`src/rtl/led_pwm_ctrl.sv`:
```
`timescale 1ns / 1ps
// -----------------------------------------------------------------------------
// led_pwm_ctrl
//   Multi-channel LED PWM controller. A shared prescaler produces count ticks.
//   A shared DW-bit PWM counter advances on each tick. A shared blink frame
//   counter advances once per PWM frame. Each channel has a shadow {mode,duty}
//   register written over the config port. The shadow is copied into the active
//   register only at a frame wrap, so a PWM period is never cut short.
//   Modes: OFF, ON (fixed duty), BLINK (duty on alternate blink phases),
//   BREATHE (level ramps 0..duty..0 one step per frame).
//
// Ports
//   mclk        clock, rising edge
//   mrst_n      asynchronous active-low reset
//   cfg_we      config write strobe (one channel per cycle)
//   cfg_ch      channel index for the write; indices >= NCH are ignored
//   cfg_mode    0 OFF, 1 ON, 2 BLINK, 3 BREATHE
//   cfg_duty    duty (ON/BLINK) or breathe peak (BREATHE)
//   prescale    tick divider, sampled every cycle (0 = tick every cycle)
//   led         registered LED drive, one bit per channel
//   frame_tick  registered one-cycle pulse following each PWM frame wrap
// -----------------------------------------------------------------------------
module led_pwm_ctrl #(
   parameter int NCH = 3,
   parameter int DW  = 8,
   parameter int PSW = 16,
   parameter int BLW = 6
) (
   input  logic           mclk,
   input  logic           mrst_n,
   input  logic           cfg_we,
   input  logic [3:0]     cfg_ch,
   input  logic [1:0]     cfg_mode,
   input  logic [DW-1:0]  cfg_duty,
   input  logic [PSW-1:0] prescale,
   output logic [NCH-1:0] led,
   output logic           frame_tick
);

   localparam logic [1:0] MODE_OFF     = 2'd0;
   localparam logic [1:0] MODE_ON      = 2'd1;
   localparam logic [1:0] MODE_BLINK   = 2'd2;
   localparam logic [1:0] MODE_BREATHE = 2'd3;

   // Shared timebase
   logic [PSW-1:0] psc_q, psc_d;
   logic [DW-1:0]  pwm_q, pwm_d;
   logic [BLW-1:0] blc_q, blc_d;
   logic           tick;
   logic           frame_evt;
   logic           frame_tick_q;
   logic [NCH-1:0] led_q, led_d;

   // Per-channel state
   logic [1:0]     sh_mode_q  [NCH];
   logic [1:0]     sh_mode_d  [NCH];
   logic [DW-1:0]  sh_duty_q  [NCH];
   logic [DW-1:0]  sh_duty_d  [NCH];
   logic [1:0]     act_mode_q [NCH];
   logic [1:0]     act_mode_d [NCH];
   logic [DW-1:0]  act_duty_q [NCH];
   logic [DW-1:0]  act_duty_d [NCH];
   logic [DW-1:0]  lvl_q      [NCH];
   logic [DW-1:0]  lvl_d      [NCH];
   logic           dir_dn_q   [NCH];
   logic           dir_dn_d   [NCH];
   logic [DW-1:0]  eff        [NCH];

   // Using >= rather than == means a prescale lowered below the running count
   // still ticks on the next cycle instead of waiting for a counter wrap.
   always_comb begin
      tick      = (psc_q >= prescale);
      psc_d     = tick ? '0 : psc_q + 1'b1;
      pwm_d     = tick ? pwm_q + 1'b1 : pwm_q;
      frame_evt = tick && (pwm_q == '1);
      blc_d     = frame_evt ? blc_q + 1'b1 : blc_q;
   end

   always_comb begin
      for (int ch = 0; ch < NCH; ch++) begin
         sh_mode_d[ch]  = sh_mode_q[ch];
         sh_duty_d[ch]  = sh_duty_q[ch];
         act_mode_d[ch] = act_mode_q[ch];
         act_duty_d[ch] = act_duty_q[ch];
         lvl_d[ch]      = lvl_q[ch];
         dir_dn_d[ch]   = dir_dn_q[ch];
         eff[ch]        = '0;
         led_d[ch]      = 1'b0;

         if (cfg_we && (cfg_ch == 4'(ch))) begin
            sh_mode_d[ch] = cfg_mode;
            sh_duty_d[ch] = cfg_duty;
         end

         // Commit reads the registered shadow, so a write landing on the same
         // cycle as the frame event is deferred to the following frame.
         if (frame_evt) begin
            act_mode_d[ch] = sh_mode_q[ch];
            act_duty_d[ch] = sh_duty_q[ch];
            if ((sh_mode_q[ch] == MODE_BREATHE) && (act_mode_q[ch] != MODE_BREATHE)) begin
               lvl_d[ch]    = '0;
               dir_dn_d[ch] = 1'b0;
            end else if (act_mode_q[ch] == MODE_BREATHE) begin
               if (!dir_dn_q[ch]) begin
                  if (lvl_q[ch] < act_duty_q[ch]) begin
                     lvl_d[ch] = lvl_q[ch] + 1'b1;
                  end else begin
                     dir_dn_d[ch] = 1'b1;
                     if (lvl_q[ch] != '0) lvl_d[ch] = lvl_q[ch] - 1'b1;
                  end
               end else begin
                  if (lvl_q[ch] != '0) begin
                     lvl_d[ch] = lvl_q[ch] - 1'b1;
                  end else begin
                     dir_dn_d[ch] = 1'b0;
                     if (act_duty_q[ch] != '0) lvl_d[ch] = DW'(1);
                  end
               end
            end
         end

         case (act_mode_q[ch])
            MODE_OFF:     eff[ch] = '0;
            MODE_ON:      eff[ch] = act_duty_q[ch];
            MODE_BLINK:   eff[ch] = blc_q[BLW-1] ? act_duty_q[ch] : '0;
            MODE_BREATHE: eff[ch] = lvl_q[ch];
            default:      eff[ch] = '0;
         endcase

         led_d[ch] = (pwm_q < eff[ch]);
      end
   end

   always_ff @(posedge mclk or negedge mrst_n) begin
      if (!mrst_n) begin
         psc_q        <= '0;
         pwm_q        <= '0;
         blc_q        <= '0;
         frame_tick_q <= 1'b0;
         led_q        <= '0;
         for (int ch = 0; ch < NCH; ch++) begin
            sh_mode_q[ch]  <= MODE_OFF;
            sh_duty_q[ch]  <= '0;
            act_mode_q[ch] <= MODE_OFF;
            act_duty_q[ch] <= '0;
            lvl_q[ch]      <= '0;
            dir_dn_q[ch]   <= 1'b0;
         end
      end else begin
         psc_q        <= psc_d;
         pwm_q        <= pwm_d;
         blc_q        <= blc_d;
         frame_tick_q <= frame_evt;
         led_q        <= led_d;
         for (int ch = 0; ch < NCH; ch++) begin
            sh_mode_q[ch]  <= sh_mode_d[ch];
            sh_duty_q[ch]  <= sh_duty_d[ch];
            act_mode_q[ch] <= act_mode_d[ch];
            act_duty_q[ch] <= act_duty_d[ch];
            lvl_q[ch]      <= lvl_d[ch];
            dir_dn_q[ch]   <= dir_dn_d[ch];
         end
      end
   end

   assign led        = led_q;
   assign frame_tick = frame_tick_q;

endmodule
```
`config.mk`:
```
export PLATFORM = sky130hd
export DESIGN_NAME = led_pwm_ctrl
export DESIGN_NICKNAME = d
export VERILOG_FILES = /design/src/rtl/led_pwm_ctrl.sv
export SDC_FILE = /design/constraint.sdc
export NUM_CORES = 1
export LEC_CHECK = 0
export CAP_MARGIN = 10
export CORE_MARGIN = 2
export CORE_UTILIZATION = 55
export CTS_CLUSTER_SIZE = 24
export DETAILED_ROUTE_END_ITERATION = 6
export DONT_BUFFER_PORTS = 1
export PLACE_DENSITY_LB_ADDON = 0.25
export SLEW_MARGIN = 20
export SYNTH_ARGS = -nofsm -noshare
export SYNTH_HDL_FRONTEND = slang
export SYNTH_SLANG_ARGS = --single-unit
```
`constraint.sdc`:
```
create_clock -name mclk -period 2.5 [get_ports mclk]
set_input_delay 0.5 -clock mclk [delete_from_list [all_inputs] [get_ports mclk]]
set_output_delay 0.5 -clock mclk [all_outputs]
set_load 0.01 [all_outputs]
```
# After elaboration in Yosys (flattened, before gate mapping)
# Cells that the tools add are included.
[classes]
addsub = 9
magnitude_cmp = 7
n_eq_ne = 21
n_mux = 43
reduce_logical = 29
[op_table]
columns = ["op", "count"]
rows = [
  ["two-way mux 8 bit", 24],
  ["case mux 8 bit (4 select lines)", 3],
  ["less-than comparator 8 bit", 6],
  ["nonzero test 8 bit", 6],
  ["adder 8 x 1 -> 8 bit, second input constant", 4],
  ["subtractor 8 x 1 -> 8 bit, second input constant", 3],
  ["equality test 2 bit, second input constant", 9],
  ["adder 16 x 1 -> 16 bit, second input constant", 1],
  [">= comparator 16 bit", 1],
  ["two-way mux 16 bit", 1],
  ["two-way mux 1 bit", 15],
  ["!= test 4 x 1 -> 1 bit, second input constant", 3],
  ["AND reduction 4 bit", 3],
  ["nonzero test 4 bit", 3],
  ["equality test 8 bit, second input constant", 1],
  ["logical AND 1 bit", 7],
  ["adder 6 x 1 -> 6 bit, second input constant", 1],
  ["equality test 2 x 1 -> 1 bit, second input constant", 3],
  ["zero test 2 bit", 3],
  ["!= test 2 bit, second input constant", 3],
  ["AND reduction 2 bit", 3],
  ["nonzero test 2 bit", 3],
  ["equality test 4 x 1 -> 1 bit, second input constant", 1],
  ["equality test 4 x 2 -> 1 bit, second input constant", 1],
  ["zero test 4 bit", 1],
]
[totals]
ff_bits = 121
in_bits = 33
output_inout_bits = 4
elab_cells = 132

# Longest topological paths before layout
[logic_depth]
word_depth = 6
depth_mapped = 10
ltp_nobuf = 9

# Worst setup path after synthesis
# Ideal clock, no wire load.
[synth_timing]
path_type = "in2reg"
from = "input prescale[13]"
to = "register act_duty_q[16] in the netlist's numbering"
setup_ns = 0.128
arrival_time_ns = 2.370
required_ns = 2.372
setup_slack_ns = 0.002
path_stages = 9
path_buffers = 1
path_cell_list = "inv_1 -> ha_1 -> a211oi_1 -> nor2_1 -> a211o_1 -> a311o_1 -> nor3b_2 -> buf_2 -> mux2_1"
[synth_via]
elab_chain_cells = 2
[synth_lines]
columns = ["element", "line_no", "rtl"]
rows = [
  ["from (decl)", "35", "input logic [PSW-1:0] prescale,"],
  [">= comparator 16 bit", "72", "tick = (psc_q >= prescale);"],
  ["logical AND 1 bit", "75", "frame_evt = tick && (pwm_q == '1);"],
  ["to (signal, indexed assignment)", "159", "act_duty_q[ch] <= act_duty_d[ch];"],
  ["to (decl)", "61", "logic [DW-1:0] act_duty_q [NCH];"],
]
# No other way between the ends.
# A chain may end at the register's enable or synchronous reset.

# Worst setup path after layout
[layout_timing]
from = "register act_duty_q[17] in the netlist's numbering"
to = "register lvl_q[18] in the netlist's numbering"
[layout_via]
elab_chain_cells = 5
word_cells_on_any_way = 9
classes_between = "order compare: 1; eq/ne: 1; mux: 4; reduce/logical: 3"
[layout_lines]
columns = ["element", "line_no", "rtl"]
rows = [
  ["less-than comparator 8 bit", "105", "if (lvl_q[ch] < act_duty_q[ch]) begin"],
  ["two-way mux 8 bit", "105", ""],
  ["two-way mux 8 bit", "104", "if (!dir_dn_q[ch]) begin"],
  ["two-way mux 8 bit", "103", "end else if (act_mode_q[ch] == MODE_BREATHE) begin"],
  ["two-way mux 8 bit", "100", "if ((sh_mode_q[ch] == MODE_BREATHE) && (act_mode_q[ch] != MODE_BREATHE)) begin"],
  ["to (signal, indexed assignment)", "160", "lvl_q[ch] <= lvl_d[ch];"],
  ["to (decl)", "63", "logic [DW-1:0] lvl_q [NCH];"],
]
# Parallel ways exist; a longest one is shown, timed or not. The select of a mux whose other input is x is not followed.

==> out/results.txt <==
Number of global-route vias before repair: 6066
DP Cell Count: 993
Setup slack, reg-to-reg: 100 ps
M1 GR Usage: 0.346
Share of layout cells above drive strength 1: 0.207
Syn Area/Cell: 9.65 sq um
I/O pins: 37
Most used routing layer: met2
Setup-failing EPs final: 0
Final #Nets: 955
Final period utilization: 0.959
CP Cell Sequence: inv_2, ha_1, or4_4, a21oi_4, o311ai_4, nand4_4, nand4_4, or2_4, o31ai_2
Die Y: 121 microns
Via count: 6204
Yosys reg bits: 121
Die Area: 0.0146 sq mm
Placer Congestion: 0.903
Buf/Inv on CP: 1
Fmax: 0.417 GHz
Sequential fraction of the synthesis area: 0.403
Max_slew headroom: 0.572
LEAKAGE: 4.54 nW
Pwr Density: 570 mW/mm^2
Largest net degree at the start of global routing: 122
Min-Delay Path Class: in2async
Stages on the worst setup path: 9
CP max stage cell: or4_4
CP delay by family, top: simple AND/OR/NAND/NOR gates
Drt pass-1 iters: 7
Synth Instances: 779
Row count: 42
Drt total wl: 18500 microns
Pre-CTS WS: -397 ps
Area added between synthesis and finish: 20.0%
Post-Syn Nets: 882
Worst EP required: 2840 ps
Most area-consuming cells after synthesis: dfrtp_1 40%, ha_1 12%, mux2_2 5.1%
Post-layout min period: 2400 ps
Adder-cell share of the synthesized area: 0.116
Met2 Track Usage GR: 0.425
Gr usage total: 0.264
WHS: -234 ps
Simple-gate share of the synthesized area: 0.178
Crit path largest cell delay: 540 ps
Post-synth ARST share: 1.00
Sink Count: 121
Mux cell area share after synthesis: 0.0759
IO buf count: 0
Initial Util: 0.566
Area of the multi-input gates: 0.00435 sq mm
Via/cell ratio: 5.96
Post-Layout Cell Count: 1041
Drt drc: 0
GRT overflow: 0
Initial DRC count: 493
M3 GR Usage: 0.0606
Mapped cell area: 0.00752 sq mm
Post-synth EDFFs: 0
Post-synth cell types: 61
Post-synthesis xor/xnor area fraction: 0.0314
Core box area: 0.0133 sq mm
Clock Path Buffers: 2
Worst r2r src: act_duty_q[17]$_DFFE_PN0P_
Crit. End Element: flop
Register area: 0.00303 sq mm
Worst VDD drop: 0.617 mV
First-pass GRT wire length: 30000 microns
Top cells by count, synth: 121 x dfrtp_1, 82 x nand2_1, 70 x ha_1
Core Util, Final: 0.679
Clock transition at path regs: 60 ps
Share of the synthesized area in the top cell type: 0.403
MaxCap Viol Count: 0
Setup ws final: 103 ps
R2R Path End: lvl_q[18]$_DFFE_PN0P_
Largest family of logic cells by synthesized area: simple AND/OR/NAND/NOR gates
H-tree Lvls: 4
Top FF cell, synth: dfrtp_1
Worst skew pair latency: 430 ps
Ys Warns: 0
Clock root cell: clkbuf_16
WP data arrival: 2730 ps
Worst Setup Start Kind: flop
CP dominant cell by count: nand4_4
Count leader, synth: dfrtp_1
Worst-margin pin slew: 640 ps
DIE WIDTH: 121 microns
Dominant cell type by area after synthesis: dfrtp_1
N_diodes: 0
Failing checks: hold timing
Skew final: 7.53 ps
Final hold violations: 121
Slew Limit Fails: 0
Outcome: finished with violations
Filler instances: 994
Synth Area in Compound Gates: 0.156
CTS tree: done
R2R cell count: 9
DP Wirelength: 12900 microns
Crit-path max FO: 6
Initial antenna violation count: 0
Crit Path Category: reg2reg
Post-route antenna net violation count: 0
Post-Route Setup TNS: 0 ps
Routed length per instance: 17.8 microns
Cts bufs inserted: 17
[stage by stage]
step	power [mW]	hold slack (ps)	instance area [sq um]
floorplan	2.57	204	7520
global placement	2.73	210	8130
detailed placement	2.77	209	8130
CTS	5.13	-246	8790
global route	5.34	-245	9020
finish	5.14	-234	9020
[cells by family after synthesis]
family          Yosys count
fa+ha+maj                70
compound gates          179
xor+xnor                 27
simple gates            256
flops                   121
mux                      52
buf+inv                  74
[report_power, final]
| part | switching, mW | leakage [nW] | total [mW] | internal, mW |
|---|---|---|---|---|
| clock network | 0.974 | 0.271 | 2.36 | 1.38 |
| registers | 0.135 | 1.48 | 2.26 | 2.12 |
| logic | 0.245 | 2.79 | 0.526 | 0.281 |
| total | 1.35 | 4.54 | 5.14 | 3.79 |
[how the worst max path moves through the flow]
| stage | startpoint | endpoint | slack [ps] |
|---|---|---|---|
| after global placement | prescale[6] | act_duty_q[0]$_DFFE_PN0P_ | -350 |
| after global routing | act_duty_q[17]$_DFFE_PN0P_ | lvl_q[19]$_DFFE_PN0P_ | -20 |
| after CTS | act_duty_q[15]$_DFFE_PN0P_ | lvl_q[13]$_DFFE_PN0P_ | 2 |
| after floorplan | prescale[13] | act_duty_q[16]$_DFFE_PN0P_ | 2 |
| final | act_duty_q[17]$_DFFE_PN0P_ | lvl_q[18]$_DFFE_PN0P_ | 100 |
| after detailed placement | prescale[6] | act_duty_q[0]$_DFFE_PN0P_ | -400 |
[layout by cell type (no fill, tap or decap), drive strengths merged, types with 7 or more instances in the layout]
master	count
dfrtp	121
nand2	82
buf	73
ha	70
o21ai	67
inv	59
nor2	50
mux2	40
nand3	24
nand4	23
a21oi	23
a21o	21
a22oi	18
clkbuf	17
nand2b	14
xor2	14
xnor2	13
and3	13
mux2i	12
a31oi	10
o31ai	8
o21a	7
and2	7
or3	7
[state kept, by name, summed over array words and instances (netlist names)]
register,cells
act_duty_q,24
pwm_q,8
frame_tick,1
led,3
psc_q,16
sh_duty_q,24
lvl_q,24
act_mode_q,6
sh_mode_q,6
dir_dn_q,3
blc_q,6
[area by class of cell]
| cell class | count | share of cell area |
|---|---|---|
| Clock inverter | 15 | 0.0157 |
| Sequential cell | 121 | 0.336 |
| Inverter | 53 | 0.0221 |
| Multi-Input combinational cell | 585 | 0.482 |
| Clock buffer | 17 | 0.0472 |
| Timing Repair Buffer | 74 | 0.0727 |
| Tap cell | 176 | 0.0244 |
[layer usage]
metal / vias to the layer above / routed length, microns / share of wire
li1: 2957 / - / -
met1: 2998 / 8180 / 0.44
met2: 213 / 8890 / 0.48
met3: 36 / 1040 / 0.056
met4: 0 / 419 / 0.023
met5: - / 0 / 0
[repair_timing]
action / in CTS / in global routing
gates resized for setup: 6 / 26
buffers inserted: 1 / 13
endpoints found under the hold margin: 121 / 121
pin swaps: 1 / 4
setup endpoints to repair: 48 / 48
gates cloned: 2 / 0
(Power assumes the default switching activity.)
